## src/rtl/traffic_display_driver.sv

```systemverilog
// rtl/traffic_display_driver.sv - traffic lamp decode with blinking override and a 2-digit multiplexed countdown display
//   clk         : single clock
//   reset       : asynchronous active-low reset
//   phase       : 00 off/yellow, 01 left, 10 forward, 11 right
//   count       : remaining seconds of the current phase
//   switch      : manual-off request (flashing yellow)
//   lamp_green  : green lamp
//   lamp_yellow : yellow lamp
//   arrow       : {left, forward, right} arrows
//   seg         : segments {g..a}, active-high
//   dig         : one-hot digit enables, bit0 ones, bit1 tens
//   sat         : displayed value clipped at 99
//   busy        : BCD conversion in progress
module traffic_display_driver #(
  parameter int SCAN_DIV  = 50000,
  parameter int BLINK_DIV = 25000000
) (
  input  logic        clk,
  input  logic        reset,
  input  logic [1:0]  phase,
  input  logic [31:0] count,
  input  logic        switch,
  output logic        lamp_green,
  output logic        lamp_yellow,
  output logic [2:0]  arrow,
  output logic [6:0]  seg,
  output logic [1:0]  dig,
  output logic        sat,
  output logic        busy
);

  localparam int SW = $clog2(SCAN_DIV);
  localparam int BW = $clog2(BLINK_DIV);
  localparam logic [SW-1:0] SCAN_LAST  = SW'(SCAN_DIV - 1);
  localparam logic [BW-1:0] BLINK_LAST = BW'(BLINK_DIV - 1);

  typedef enum logic [1:0] {S_IDLE, S_LOAD, S_SHIFT, S_DONE} state_t;

  state_t        state_q, state_d;
  logic [1:0]    phase_q, phase_d;
  logic [31:0]   count_q, count_d;
  logic          sw_q, sw_d;
  logic          green_q, green_d;
  logic          yellow_q, yellow_d;
  logic [2:0]    arrow_q, arrow_d;
  logic [6:0]    seg_q, seg_d;
  logic [1:0]    dig_q, dig_d;
  logic          sat_q, sat_d;
  // {tens, ones, binary} working register for double-dabble
  logic [14:0]   sr_q, sr_d;
  logic [2:0]    shift_cnt_q, shift_cnt_d;
  logic [31:0]   conv_src_q, conv_src_d;
  logic          conv_sat_q, conv_sat_d;
  logic [31:0]   last_conv_q, last_conv_d;
  logic          pending_q, pending_d;
  logic [3:0]    tens_q, tens_d;
  logic [3:0]    ones_q, ones_d;
  logic [SW-1:0] scan_cnt_q, scan_cnt_d;
  logic          dig_sel_q, dig_sel_d;
  logic [BW-1:0] blink_cnt_q, blink_cnt_d;
  logic          blink_q, blink_d;

  logic [6:0]    conv_val;
  logic [3:0]    tens_adj, ones_adj;

  function automatic logic [6:0] seg_enc(input logic [3:0] d);
    case (d)
      4'd0:    seg_enc = 7'h3F;
      4'd1:    seg_enc = 7'h06;
      4'd2:    seg_enc = 7'h5B;
      4'd3:    seg_enc = 7'h4F;
      4'd4:    seg_enc = 7'h66;
      4'd5:    seg_enc = 7'h6D;
      4'd6:    seg_enc = 7'h7D;
      4'd7:    seg_enc = 7'h07;
      4'd8:    seg_enc = 7'h7F;
      4'd9:    seg_enc = 7'h6F;
      default: seg_enc = 7'h00;
    endcase
  endfunction

  always_comb begin
    phase_d     = phase;
    count_d     = count;
    sw_d        = switch;
    state_d     = state_q;
    sr_d        = sr_q;
    shift_cnt_d = shift_cnt_q;
    conv_src_d  = conv_src_q;
    conv_sat_d  = conv_sat_q;
    last_conv_d = last_conv_q;
    pending_d   = pending_q;
    tens_d      = tens_q;
    ones_d      = ones_q;
    sat_d       = sat_q;
    tens_adj    = sr_q[14:11];
    ones_adj    = sr_q[10:7];
    conv_val    = (count_q > 32'd99) ? 7'd99 : count_q[6:0];

    case (state_q)
      S_IDLE: begin
        if ((count_q != last_conv_q) || pending_q) state_d = S_LOAD;
      end
      S_LOAD: begin
        sr_d        = {8'd0, conv_val};
        conv_src_d  = count_q;
        conv_sat_d  = (count_q > 32'd99);
        pending_d   = 1'b0;
        shift_cnt_d = 3'd0;
        state_d     = S_SHIFT;
      end
      S_SHIFT: begin
        if (tens_adj >= 4'd5) tens_adj = tens_adj + 4'd3;
        if (ones_adj >= 4'd5) ones_adj = ones_adj + 4'd3;
        sr_d = {tens_adj, ones_adj, sr_q[6:0]} << 1;
        if (shift_cnt_q == 3'd6) state_d = S_DONE;
        else shift_cnt_d = shift_cnt_q + 3'd1;
        if (count_q != conv_src_q) pending_d = 1'b1;
      end
      S_DONE: begin
        // digits, saturation flag and last_conv all move together
        tens_d      = sr_q[14:11];
        ones_d      = sr_q[10:7];
        sat_d       = conv_sat_q;
        last_conv_d = conv_src_q;
        if (count_q != conv_src_q) pending_d = 1'b1;
        state_d     = S_IDLE;
      end
      default: state_d = S_IDLE;
    endcase

    // digit scan
    scan_cnt_d = (scan_cnt_q == SCAN_LAST) ? '0 : scan_cnt_q + SW'(1);
    dig_sel_d  = dig_sel_q ^ (scan_cnt_q == SCAN_LAST);

    // blink only runs in manual-off; idles lit so flashing starts on
    blink_cnt_d = '0;
    blink_d     = 1'b1;
    if (sw_q) begin
      blink_cnt_d = (blink_cnt_q == BLINK_LAST) ? '0 : blink_cnt_q + BW'(1);
      blink_d     = blink_q ^ (blink_cnt_q == BLINK_LAST);
    end

    // lamps
    green_d  = 1'b0;
    yellow_d = 1'b0;
    arrow_d  = 3'b000;
    if (sw_q) begin
      yellow_d = blink_q;
    end else begin
      case (phase_q)
        2'b01:   begin green_d = 1'b1; arrow_d = 3'b100; end
        2'b10:   begin green_d = 1'b1; arrow_d = 3'b010; end
        2'b11:   begin green_d = 1'b1; arrow_d = 3'b001; end
        default: yellow_d = 1'b1;
      endcase
    end

    // display uses next-state digits so a finished conversion shows the same edge it lands
    seg_d = 7'h00;
    dig_d = 2'b00;
    if (!sw_q) begin
      if (!dig_sel_d) begin
        seg_d = seg_enc(ones_d);
        dig_d = 2'b01;
      end else if (tens_d != 4'd0) begin
        seg_d = seg_enc(tens_d);
        dig_d = 2'b10;
      end
    end
  end

  always_ff @(posedge clk or negedge reset) begin
    if (!reset) begin
      state_q     <= S_IDLE;
      phase_q     <= 2'b00;
      count_q     <= '0;
      sw_q        <= 1'b0;
      green_q     <= 1'b0;
      yellow_q    <= 1'b0;
      arrow_q     <= 3'b000;
      seg_q       <= 7'h00;
      dig_q       <= 2'b00;
      sat_q       <= 1'b0;
      sr_q        <= '0;
      shift_cnt_q <= 3'd0;
      conv_src_q  <= '0;
      conv_sat_q  <= 1'b0;
      last_conv_q <= '0;
      pending_q   <= 1'b0;
      tens_q      <= 4'd0;
      ones_q      <= 4'd0;
      scan_cnt_q  <= '0;
      dig_sel_q   <= 1'b0;
      blink_cnt_q <= '0;
      blink_q     <= 1'b1;
    end else begin
      state_q     <= state_d;
      phase_q     <= phase_d;
      count_q     <= count_d;
      sw_q        <= sw_d;
      green_q     <= green_d;
      yellow_q    <= yellow_d;
      arrow_q     <= arrow_d;
      seg_q       <= seg_d;
      dig_q       <= dig_d;
      sat_q       <= sat_d;
      sr_q        <= sr_d;
      shift_cnt_q <= shift_cnt_d;
      conv_src_q  <= conv_src_d;
      conv_sat_q  <= conv_sat_d;
      last_conv_q <= last_conv_d;
      pending_q   <= pending_d;
      tens_q      <= tens_d;
      ones_q      <= ones_d;
      scan_cnt_q  <= scan_cnt_d;
      dig_sel_q   <= dig_sel_d;
      blink_cnt_q <= blink_cnt_d;
      blink_q     <= blink_d;
    end
  end

  assign lamp_green  = green_q;
  assign lamp_yellow = yellow_q;
  assign arrow       = arrow_q;
  assign seg         = seg_q;
  assign dig         = dig_q;
  assign sat         = sat_q;
  assign busy        = (state_q != S_IDLE);

endmodule

```

## config.mk

```make
export PLATFORM = sky130hd
export DESIGN_NAME = traffic_display_driver
export DESIGN_NICKNAME = d
export VERILOG_FILES = /design/src/rtl/traffic_display_driver.sv
export SDC_FILE = /design/constraint.sdc
export NUM_CORES = 1
export LEC_CHECK = 0
export ABC_AREA = 1
export BUFFER_PORTS_ARGS = -buffer_cell sky130_fd_sc_hd__buf_2
export CORE_MARGIN = 4
export CORE_UTILIZATION = 65
export CTS_CLUSTER_SIZE = 40
export DETAILED_ROUTE_END_ITERATION = 8
export PLACE_DENSITY = 0.84
export SYNTH_ARGS = -nofsm -noshare
export SYNTH_HDL_FRONTEND = slang
export SYNTH_SLANG_ARGS = --single-unit
```

## constraint.sdc

```tcl
create_clock -name clk -period 4.45 [get_ports clk]
set_input_delay 0.2225 -clock clk [delete_from_list [all_inputs] [get_ports clk]]
set_output_delay 0.2225 -clock clk [all_outputs]
set_load 0.01 [all_outputs]
```

# Word-level counts from Yosys, hierarchy flattened
# Memories as Yosys holds them, arrays and structs flattened.
# Index checks and enable logic that the tools add are counted.
classes:
  addsub: 5
  multipliers: 0
  n_div: 0
  n_lt_le_gt_ge: 3
  n_eq_ne: 15
  shifts: 0
  n_mux: 29
  bitwise_logic: 2
  n_reduce_logical: 11
ops:
  columns: ["op", "n"]
  rows:
  - ["32-bit != test", 2]
  - ["25-bit two-way mux", 2]
  - ["32-bit by 7-bit greater-than comparator with 1-bit output (second input constant)", 1]
  - ["15-bit case mux with 2 select lines", 1]
  - ["7-bit two-way mux", 4]
  - ["25-bit by 1-bit adder with 25-bit output (second input constant)", 1]
  - ["25-bit == test (second input constant)", 1]
  - ["16-bit by 1-bit adder with 16-bit output (second input constant)", 1]
  - ["16-bit == test (second input constant)", 1]
  - ["16-bit two-way mux", 1]
  - ["4-bit two-way mux", 3]
  - ["2-bit two-way mux", 5]
  - ["3-bit two-way mux", 3]
  - ["3-bit case mux with 3 select lines", 1]
  - ["2-bit == test (second input constant)", 4]
  - ["4-bit by 3-bit greater-or-equal comparator with 1-bit output (second input constant)", 2]
  - ["2-bit case mux with 4 select lines", 1]
  - ["1-bit two-way mux", 6]
  - ["2-bit != test (second input constant)", 3]
  - ["3-bit case mux with 2 select lines", 1]
  - ["2-bit AND reduction", 3]
  - ["2-bit nonzero test", 3]
  - ["4-bit by 2-bit adder with 4-bit output (second input constant)", 1]
  - ["2-bit by 1-bit == test with 1-bit output (second input constant)", 2]
  - ["other kinds (11)", 12]
totals:
  ff_bits: 187
  latchBits: 0
  ramBits: 0
  romBits: 224
  input_bits: 37
  output_inout_bits: 16
  elab_cells: 89
  memories: 2
memory_table:
  columns: ["name", "depth", "word_bits", "read_ports", "rd_ports_with_merged_regs", "wr", "line_no", "rtl"]
  rows:
  - ["(name not given)", 16, 7, 1, 0, 0, "67", "case (d)"]
  - ["(name not given)", 16, 7, 1, 0, 0, "67", null]

# Logic depth before layout (Yosys ltp)
# Gate-level depths: netlist of the first run.
logic_depth:
  ltp_word: 6
  mapped_depth: 13
  mapped_depth_nobuf: 12

# Worst setup path after synthesis of the first run
# OpenSTA, ideal clock, no wires.
synth_timing:
  path_kind: "register -> register"
  from: "register state_q[0]"
  to: "register seg_q[3], in the netlist seg[3]"
  setup_ns: 0.066
  arrival_time_ns: 1.986
  t_required_ns: 4.384
  path_slack_ns: 2.398
  stages_incl_launch_ff: 9
  path_buffers: 0
  period_less_slack_ns: 2.052
  path_cell_list: "dfrtp_1 ha_1 o21ai_0 inv_1 ha_1 o21ai_0 o21ai_1 or2_1 nand2_1"
synth_via:
  elab_chain_cells: 6
  elab_cells_between_ends: 9
  classes_between: "eq/ne: 1; mux: 5; reduce/logical: 1; memory: 2"
synth_rtl:
  columns: ["item", "line_no", "rtl"]
  rows:
  - ["start: declaration", "39", "state_t state_q, state_d;"]
  - ["start signal: assignment", "198", "state_q <= state_d;"]
  - ["2-bit == test (*)", "100", "case (state_q)"]
  - ["4-bit two-way mux (*)", "100", null]
  - ["via tens_d[1]", "56", "logic [3:0] tens_q, tens_d;"]
  - ["memory 16 x 7 bit / 4-bit nonzero test (equally long branches)", null, null]
  - ["7-bit two-way mux (*)", "166", "end else if (tens_d != 4'd0) begin"]
  - ["7-bit two-way mux (*)", "163", "if (!dig_sel_d) begin"]
  - ["7-bit two-way mux (*)", "162", "if (!sw_q) begin"]
  - ["via seg_d[3]", "46", "logic [6:0] seg_q, seg_d;"]
  - ["end signal: assignment", "205", "seg_q <= seg_d;"]
  - ["end: declaration", "46", null]
# The timed path passes the listed nets; every way through them passes the cells marked *.
# A chain may end at the register's enable or synchronous reset.

# Worst setup path after layout of the first run
# Ends and elaborated chain as after synthesis.

==> impl_metrics.tcl, run 1 <==
set metrics [dict create \
    overflow 0 \
    critical_path.most_common_cell "o21ai_0" \
    pwr-share-seq_pct 45.0 \
    synth-simple-area-share_pct 25.13 \
    final-hold-violation-count 0 \
    ys_warn_count 0 \
    fmax_mhz 355.6 \
    diodes 0 \
    antenna_found_initial 0 \
    yosys.area.top_type_share_pct 51.01 \
    vias 7545 \
    synthTopCellsByArea "dfrtp_1 (51%), nand2_1 (11%), inv_1 (6.3%), nor2_1 (5.8%), o21ai_0 (3.9%)" \
    drt-initial-drc-count 565 \
    internal_power_mw 3.394 \
    pwr_density_cell_nw_per_um2 493.2 \
    critPathLaunchType "flip-flop" \
    clkSlewWorstSetupHoldPaths_ns 0.07 \
    hpwl_mm 13.39 \
    die_area_um2 16000 \
    rows 43 \
    min-delay-path-class "in -> reg" \
    place_inst 1320 \
    drive_gt1_share_pct 10.35 \
    crit_arrival_ns 3.19 \
    max_stage_delay_ns 0.68 \
    rsz0062_at_grt "no" \
    cts_resized 0 \
    nets 1254 \
    drtAntennaViolNets 0 \
    wl_mm 20.06 \
    drc 0 \
    critical_path.startpoint "state_q[0]$_DFFE_PN0P_" \
    synth_top_family_by_area "simple AND/OR/NAND/NOR gates" \
    cp_cell_sequence "ha_2, o21ai_0, inv_1, ha_1, o21ai_0, o21ai_1, or2_1, nand2_1" \
    mostFrequentLayoutCell "nand2_1" \
    regToRegStartpoint "state_q[0]$_DFFE_PN0P_" \
    cts_tree "built" \
    finalMaxSlewViolations 0 \
    syn_avg_cell_area_um2 8.250 \
    hold_buffers 36 \
    cp.required_ns 4.82 \
    insertion_delay_ns 0.44 \
    grt_pass1_vias 7413 \
    synth_seq_cells 187 \
    vias_per_cell 5.436 \
    clock_skew_ns 0.01129 \
    cts_root_buffer "clkbuf_16" \
    setup_ws_ns 1.638 \
    switchingPower_mw 1.774 \
    outcome "finished, final reports clean" \
    min_from "count[19]" \
    relSlewSlack_pct 34.86 \
    clockBufferDepth 2 \
    pre_cts_ws_ns 1.789 \
    synthAdderAreaFrac_pct 3.017 \
    switching_share_pct 34.32 \
    power_mw 5.168 \
    syn-num-nets 1165 \
    place_congestion 0.9267 \
    initial_core_util_pct 65.99 \
    io_buffers 52 \
    grt_max_degree 128 \
    pwr-share-comb_pct 27.1 \
    cp_slowest_cell "o21ai_0" \
    worst_slew_pin_slew_ns 0.9771 \
    finalSetupViolations 0 \
    final_util_pct 75.78 \
    synth_compound_gate_area_share_pct 8.680 \
    core_area_um2 13830 \
    period_share_pct 63.19 \
    yosysUniqueCellTypes 42 \
    numCtsBuffers 17 \
    netlist_area_um2 9125 \
    max_cap_viol_count 0 \
    end_kind "flip-flop" \
    first_pass_iters 5 \
    cp_max_fo 41 \
    pin_count 53 \
    yosysTopAreaCell "dfrtp_1" \
    final_area_um2 10480 \
    layout.cells.non_filler 1388 \
    die_w_um 126.5 \
    cts_setup_buffers 0 \
    grt_pass1_wl_mm 34.53 \
    synth_xor_area_share_pct 4.031 \
    tns_ns 0 \
    hold_slack_ns 0.4191 \
    timing_worst_setup_path_type "reg -> reg" \
    postPlaceCellArea_um2 9554 \
    synthMuxAreaShare_pct 0.2468 \
    leakagePower_nw 5.111 \
    htreeDepth 4 \
    clkPwrFrac_pct 27.9 \
    die_y_um 126.5 \
    grt.total_usage_pct 26.52 \
    clkSinkCount 187 \
    synthCells 1106 \
    area_growth_pct 14.82 \
    fin_crit_ns 2.812 \
    vdd_drop_max_mv 0.3779 \
    final_cell_mix "nand2_1 (268), dfrtp_1 (186), inv_1 (152), nor2_1 (141), o21ai_0 (72)" \
    ys_seq_area_share_pct 51.30 \
    avgRoutedWirePerCell_um 14.45 \
]
[Yosys cell counts]
cell and number:
a2111oi_0 1, a211oi_1 2, a21oi_1 21, a31oi_1 1
buf_1 1, buf_2 2, buf_6 2, clkbuf_1 17
dfrtp_1 186, dfstp_2 1, ha_1 22, inv_1 152
inv_2 6, mux2_2 2, nand2_1 268, nand2_2 10
nand3_1 47, nand3_2 3, nand3b_1 6, nand4_1 25
nor2_1 141, nor2_2 2, nor2_4 1, nor3_1 15
nor3_2 1, nor3_4 1, nor3b_1 3, nor3b_2 1
nor4_1 7, o211ai_1 3, o21ai_0 72, o21ai_1 6
o21ai_2 6, o21bai_1 7, o21bai_2 1, o22ai_1 12
o32ai_1 6, or2_0 1, or2_1 1, or2_2 2
xnor2_1 28, xor2_1 14
[registers in the layout, summed over array words and instances, names as in the netlist, 4 cells and up]
register,cells
scan_cnt_q,16
last_conv_q,32
sr_q,15
seg,7
conv_src_q,32
count_q,32
blink_cnt_q,25
tens_q,4
ones_q,4
[worst paths after layout]
path	slack, ns	depth (start not counted)	to
worst max-delay path	1.64	8	seg[3]$_DFF_PN0_
worst min-delay path	0.42	2	count_q[19]$_DFF_PN0_
worst max register to register	1.64	8	seg[3]$_DFF_PN0_
worst min register to register	0.44	1	arrow[1]$_DFF_PN0_
max in group asynchronous	2.95	3	conv_src_q[14]$_DFFE_PN0P_
min in group asynchronous	0.50	2	sr_q[14]$_DFFE_PN0P_
[cell families (layout without fill, tap and decap cells)]
logic type / after synthesis / in the layout
compound gates: 138 / 138
xor+xnor: 42 / 42
fa+ha+maj: 22 / 22
buf+inv: 180 / 282
flops: 187 / 187
mux: 2 / 2
simple gates: 535 / 535
[power groups by stage]
stage | clock network (mW) | logic, mW | registers, mW
finish | 1.44 | 1.40 | 2.33
global route | 1.54 | 1.63 | 2.37
CTS | 1.46 | 1.40 | 2.32
detailed placement | 0 | 1.35 | 2.35
global placement | 0 | 1.29 | 2.34
floorplan | 0 | 1.04 | 2.31
[layer usage]
metal,vias up,routed length [um],track usage (%)
li1,3675,-,-
met1,3618,9012,37.33
met2,222,9607,41.50
met3,30,1130,5.979
met4,0,312,8.391
met5,-,0,0
[cell type report]
cell class                      count  area [um^2]
Inverter                          158        593.1
Clock buffer                       20        446.7
Sequential cell                   187         4681
Fill cell                         951         3349
Timing Repair Buffer               92        659.4
Clock inverter                     12        116.4
Multi-Input combinational cell    739         3756
Tap cell                          180        225.2
[worst max-delay path: cells and delay by family (launching register included)]
family | cells | cell delay [ns]
DFF | 1 | 0.43
adders and majority gates | 2 | 0.70
and+or+nand+nor | 2 | 0.30
AOI/OAI and AO/OA | 3 | 1.09
buffers and inverters | 1 | 0.24
Note: power is estimated with default switching activity, not from simulation.
==> inputs of run 2 (changes only) <==
CORE_UTILIZATION = 61   (was 65)
PLACE_DENSITY = 0.8   (was 0.84)
clock period = 2.8 ns   (was 4.45 ns; I/O delays follow)
==> impl_metrics.tcl, run 2 (synthesis results as in run 1) <==
set metrics [dict create \
    overflow 0 \
    cts_tree "built" \
    place_congestion 0.8896 \
    io_buffers 52 \
    clockBufferDepth 2 \
    fin_crit_ns 2.413 \
    crit_arrival_ns 2.80 \
    drc 0 \
    internal_power_mw 5.598 \
    htreeDepth 4 \
    min-delay-path-class "in -> async" \
    pwr-share-seq_pct 43.7 \
    mostFrequentLayoutCell "nand2_1" \
    layout.cells.non_filler 1396 \
    cts_resized 0 \
    pwr-share-comb_pct 26.3 \
    path_buf_inv 1 \
    area_growth_pct 16.11 \
    clkPwrFrac_pct 30.0 \
    clock_skew_ns 0.007793 \
    crit_end "seg[3]$_DFF_PN0_" \
    worst_slew_pin_slew_ns 0.8591 \
    pwr_density_cell_nw_per_um2 798.7 \
    reg.largest.list "conv_src_q: 32 flops, count_q: 32 flops, last_conv_q: 32 flops" \
    place_inst 1328 \
    die_y_um 130.3 \
    die_w_um 130.3 \
    cp_cell_sequence "ha_2, o21ai_0, inv_1, ha_1, o21ai_0, o21ai_1, or2_1, nand2_1" \
    leakagePower_nw 5.177 \
    reg2regPathDepth 8 \
    antenna_found_initial 0 \
    clkSlewWorstSetupHoldPaths_ns 0.07 \
    cts_root_buffer "clkbuf_16" \
    die_area_um2 16980 \
    path_depth 8 \
    initial_core_util_pct 62.55 \
    avgRoutedWirePerCell_um 14.34 \
    drt-initial-drc-count 609 \
    end_kind "flip-flop" \
    first_pass_iters 6 \
    cp.required_ns 3.18 \
    r2r_slack_ns 0.39 \
    cp_max_fo 16 \
    max_cap_viol_count 0 \
    pin_count 53 \
    drive_gt1_share_pct 10.81 \
    fmax_mhz 414.5 \
    drtAntennaViolNets 0 \
    vias_per_cell 5.340 \
    crit_family "compound AO/OA/AOI/OAI gates" \
    diodes 0 \
    grt_max_degree 85 \
    wl_mm 20.02 \
    insertion_delay_ns 0.44 \
    final_area_um2 10600 \
    finalSetupViolations 0 \
    clkSinkCount 187 \
    postPlaceCellArea_um2 9614 \
    rr_endpoint "seg[3]$_DFF_PN0_" \
    relSlewSlack_pct 42.66 \
    core_area_um2 14590 \
    vias 7455 \
    tns_ns 0 \
    max_stage_delay_ns 0.56 \
    critical_path.startpoint "state_q[1]$_DFFE_PN0P_" \
    nets 1258 \
    grt.total_usage_pct 25.30 \
    period_share_pct 86.17 \
    vdd_drop_max_mv 0.5308 \
    outcome "finished, final reports clean" \
    grt_pass1_wl_mm 34.00 \
    switching_share_pct 33.85 \
    hpwl_mm 13.79 \
    finalMaxSlewViolations 0 \
    cp_slowest_cell "o21ai_0" \
    rows 44 \
    rsz0062_at_grt "no" \
    switchingPower_mw 2.865 \
    regToRegStartpoint "state_q[1]$_DFFE_PN0P_" \
    critical_path.most_common_cell "o21ai_0" \
    final_cell_mix "nand2_1 (268), dfrtp_1 (186), inv_1 (152), nor2_1 (141), o21ai_0 (72)" \
    final_util_pct 72.62 \
    final-hold-violation-count 0 \
    critPathLaunchType "flip-flop" \
    timing_worst_setup_path_type "reg -> reg" \
    grt_pass1_vias 7362 \
    numCtsBuffers 17 \
]
-- run 2: power by group through the flow --
| stage | registers, mW | clock network [mW] | logic, mW |
|---|---|---|---|
| floorplan | 3.66 | 0 | 1.65 |
| global placement | 3.71 | 0 | 2.09 |
| detailed placement | 3.73 | 0 | 2.18 |
| CTS | 3.69 | 2.58 | 2.24 |
| global route | 3.76 | 2.69 | 2.57 |
| finish | 3.70 | 2.54 | 2.23 |
-- run 2: worst min path at each step --
stage,depth (start not counted),endpoint,start
final,2,count_q[22]$_DFF_PN0_,reset
after global routing,2,count_q[15]$_DFF_PN0_,count[15]
after CTS,2,count_q[20]$_DFF_PN0_,count[20]
after detailed placement,1,last_conv_q[28]$_DFFE_PN0P_,reset
after global placement,1,count_q[28]$_DFF_PN0_,reset
after floorplan,0,arrow[0]$_DFF_PN0_,reset
-- run 2: metrics by stage --
| step | setup WS [ns] | total power, mW | hold slack [ns] |
|---|---|---|---|
| floorplan | 0.7480 | 5.315 | -0.1556 |
| global placement | 0.5088 | 5.798 | 0.2326 |
| detailed placement | 0.4077 | 5.902 | 0.2440 |
| CTS | 0.3814 | 8.517 | 0.3121 |
| global route | 0.2012 | 9.028 | 0.3229 |
| finish | 0.3873 | 8.463 | 0.3145 |
-- run 2: layout make-up --
| type | count | area (um^2) |
|---|---|---|
| flip-flops and latches | 187 | 4681 |
| multi-input cells | 739 | 3756 |
| inverters | 158 | 593.1 |
| well taps | 184 | 230.2 |
| fillers | 1082 | 3994 |
| clock buffers | 18 | 439.2 |
| repair buffers | 96 | 714.4 |
| clock inverters | 14 | 181.4 |
-- run 2: routing by layer --
metal | global-route usage [%] | wire [um] | vias to the layer above
met1 | 34.42 | 9257 | 3519
met4 | 9.658 | 482 | 0
li1 | - | - | 3696
met5 | 0 | 0 | -
met3 | 5.894 | 882 | 46
met2 | 39.77 | 9398 | 194
-- run 2: worst reg2reg max path, delay by kind of cell (launching register included) --
family | cells | cell delay (ns)
flops | 1 | 0.44
simple gates | 2 | 0.29
compound gates | 3 | 0.88
fa+ha+maj | 2 | 0.54
buf+inv | 1 | 0.21
-- run 2: repair_timing --
item	CTS	global route
hold endpoints to repair	115	0
setup endpoints to repair	0	0
hold buffers	36	0
setup buffers	0	0
==> inputs of run 3 (changes only) <==
CORE_UTILIZATION = 63   (was 61)
CTS_BUF_LIST = sky130_fd_sc_hd__clkbuf_2 sky130_fd_sc_hd__clkbuf_4 sky130_fd_sc_hd__clkbuf_8   (was not set)
PLACE_DENSITY = 0.82   (was 0.8)
==> impl_metrics.tcl, run 3 (synthesis results as in run 1) <==
set metrics [dict create \
    max_cap_viol_count 0 \
    finalMaxSlewViolations 0 \
    end_kind "flip-flop" \
    overflow 0 \
    first_pass_iters 5 \
    finalSetupViolations 0 \
    drive_gt1_share_pct 10.88 \
    final_cell_mix "nand2_1 (268), dfrtp_1 (186), inv_1 (152), nor2_1 (141), o21ai_0 (72)" \
    avgRoutedWirePerCell_um 14.02 \
    pwr_density_cell_nw_per_um2 739.0 \
    min-delay-path-class "in -> async" \
    timing_worst_setup_path_type "reg -> reg" \
    vias 7378 \
    internal_power_mw 4.907 \
    rows 43 \
    antenna_found_initial 0 \
    switching_share_pct 35.80 \
    tns_ns 0 \
    drtAntennaViolNets 0 \
    regToRegStartpoint "state_q[0]$_DFFE_PN0P_" \
    die_area_um2 16470 \
    outcome "finished, final reports clean" \
    critPathLaunchType "flip-flop" \
    grt_pass1_vias 7132 \
    clockBufferDepth 2 \
    clock_skew_ns 0.01040 \
    htreeDepth 4 \
    numCtsBuffers 17 \
    final-hold-violation-count 0 \
    drt-initial-drc-count 631 \
    grt_max_degree 64 \
    relSlewSlack_pct 45.28 \
    grt.total_usage_pct 25.54 \
    cp.required_ns 3.21 \
    place_congestion 0.9476 \
    clkSlewWorstSetupHoldPaths_ns 0.10 \
    pwr-share-seq_pct 48.4 \
    vdd_drop_max_mv 0.3860 \
    reg2regPathDepth 8 \
    fin_crit_ns 2.580 \
    die_w_um 128.4 \
    grt_pass1_wl_mm 33.62 \
    io_buffers 52 \
    clkPwrFrac_pct 22.5 \
    cts_root_buffer "clkbuf_8" \
    mostFrequentLayoutCell "nand2_1" \
    fmax_mhz 387.6 \
    reg.largest.list "conv_src_q: 32 flops, count_q: 32 flops, last_conv_q: 32 flops" \
    clkSinkCount 187 \
    wl_mm 19.54 \
    vias_per_cell 5.296 \
    power_mw 7.644 \
    cp_max_fo 16 \
    worst_slew_pin_slew_ns 0.8200 \
    layout.area.seq_um2 4681 \
    hpwl_mm 13.82 \
    nets 1259 \
    leakagePower_nw 5.073 \
    period_share_pct 92.14 \
    cts_tree "built" \
    pin_count 53 \
    area_growth_pct 13.36 \
    insertion_delay_ns 0.47 \
    diodes 0 \
    die_y_um 128.4 \
    r2r_slack_ns 0.22 \
    drc 0 \
    switchingPower_mw 2.737 \
    core_area_um2 14040 \
    num-fill-cells 1065 \
    rsz0062_at_grt "no" \
    rr_endpoint "seg[3]$_DFF_PN0_" \
    initial_core_util_pct 64.98 \
    pwr-share-comb_pct 29.1 \
    crit_arrival_ns 2.99 \
    multi_input_area_um2 3756 \
]
## run 3: cell types whose count changed in the layout (fill, tap and decap cells not counted)
| cell | delta |
|---|---|
| buf_12 | -1 |
| clkinvlp_4 | -1 |
| inv_6 | -3 |
| bufinv_16 | -2 |
| clkbuf_4 | +2 |
| clkinv_2 | +1 |
| clkinv_4 | +4 |
| inv_8 | -1 |
| clkbuf_8 | +17 |
| buf_4 | +2 |
| clkbuf_16 | -17 |
## run 3: power groups by stage
stage / combinational [mW] / sequential (mW) / clock, mW
2_1_floorplan: 1.65 / 3.66 / 0
3_3_place_gp: 2.08 / 3.71 / 0
3_5_place_dp: 2.18 / 3.73 / 0
4_1_cts: 2.23 / 3.69 / 1.75
5_1_grt: 2.59 / 3.76 / 1.87
6_report: 2.23 / 3.70 / 1.72
## run 3: timing repair
action / CTS / global route
resized for setup: 0 / 0
hold endpoints to repair: 94 / 0
buffers inserted: 0 / 0
hold buffers: 36 / 0
## run 3: worst max-delay path, cell delays in order (launching register included)
cell     delay (ns)
dfrtp_1        0.44
ha_2           0.32
o21ai_0        0.57
inv_1          0.24
ha_1           0.24
o21ai_0        0.29
o21ai_1        0.11
or2_1          0.24
nand2_1        0.06
## run 3: area by class of cell
| class | count | share of cell area, % |
|---|---|---|
| sequential | 187 | 45.25 |
| clock inverter | 12 | 1.125 |
| inverter | 158 | 5.734 |
| multi-input combinational | 739 | 36.31 |
| tap | 180 | 2.177 |
| clock buffer | 20 | 2.540 |
| timing repair buffer | 97 | 6.859 |
## run 3: routing by layer
layer | track usage (%) | vias up | wire length, um
li1 | - | 3695 | -
met2 | 39.60 | 208 | 9207
met4 | 9.114 | 0 | 447
met5 | 0 | - | 0
met3 | 5.853 | 37 | 1111
met1 | 35.74 | 3438 | 8770
## run 3: worst max path at each step
stage / from / depth (start not counted) / endpoint / slack, ns
after floorplan: state_q[0]$_DFFE_PN0P_ / 8 / seg[3]$_DFF_PN0_ / 0.75
after global placement: state_q[0]$_DFFE_PN0P_ / 8 / seg[3]$_DFF_PN0_ / 0.51
after detailed placement: state_q[1]$_DFFE_PN0P_ / 8 / seg[3]$_DFF_PN0_ / 0.33
after CTS: state_q[0]$_DFFE_PN0P_ / 8 / seg[3]$_DFF_PN0_ / 0.31
after global routing: state_q[0]$_DFFE_PN0P_ / 8 / seg[3]$_DFF_PN0_ / 0.02
final: state_q[0]$_DFFE_PN0P_ / 8 / seg[3]$_DFF_PN0_ / 0.22
## run 3: metrics by stage
| step | worst slack (ns) | hold WS (ns) | util [%] | area (um^2) | cells |
|---|---|---|---|---|---|
| after global routing | 0.02318 | 0.2200 | 73.66 | 10340 | 1393 |
| after floorplan | 0.7480 | -0.1556 | - | 9125 | 1106 |
| after global placement | 0.5095 | 0.1540 | 68.40 | 9604 | 1325 |
| final | 0.2202 | 0.2067 | 73.66 | 10340 | 1393 |
| after CTS | 0.3058 | 0.2135 | 73.66 | 10340 | 1393 |
| after detailed placement | 0.3312 | 0.1607 | 68.40 | 9604 | 1325 |
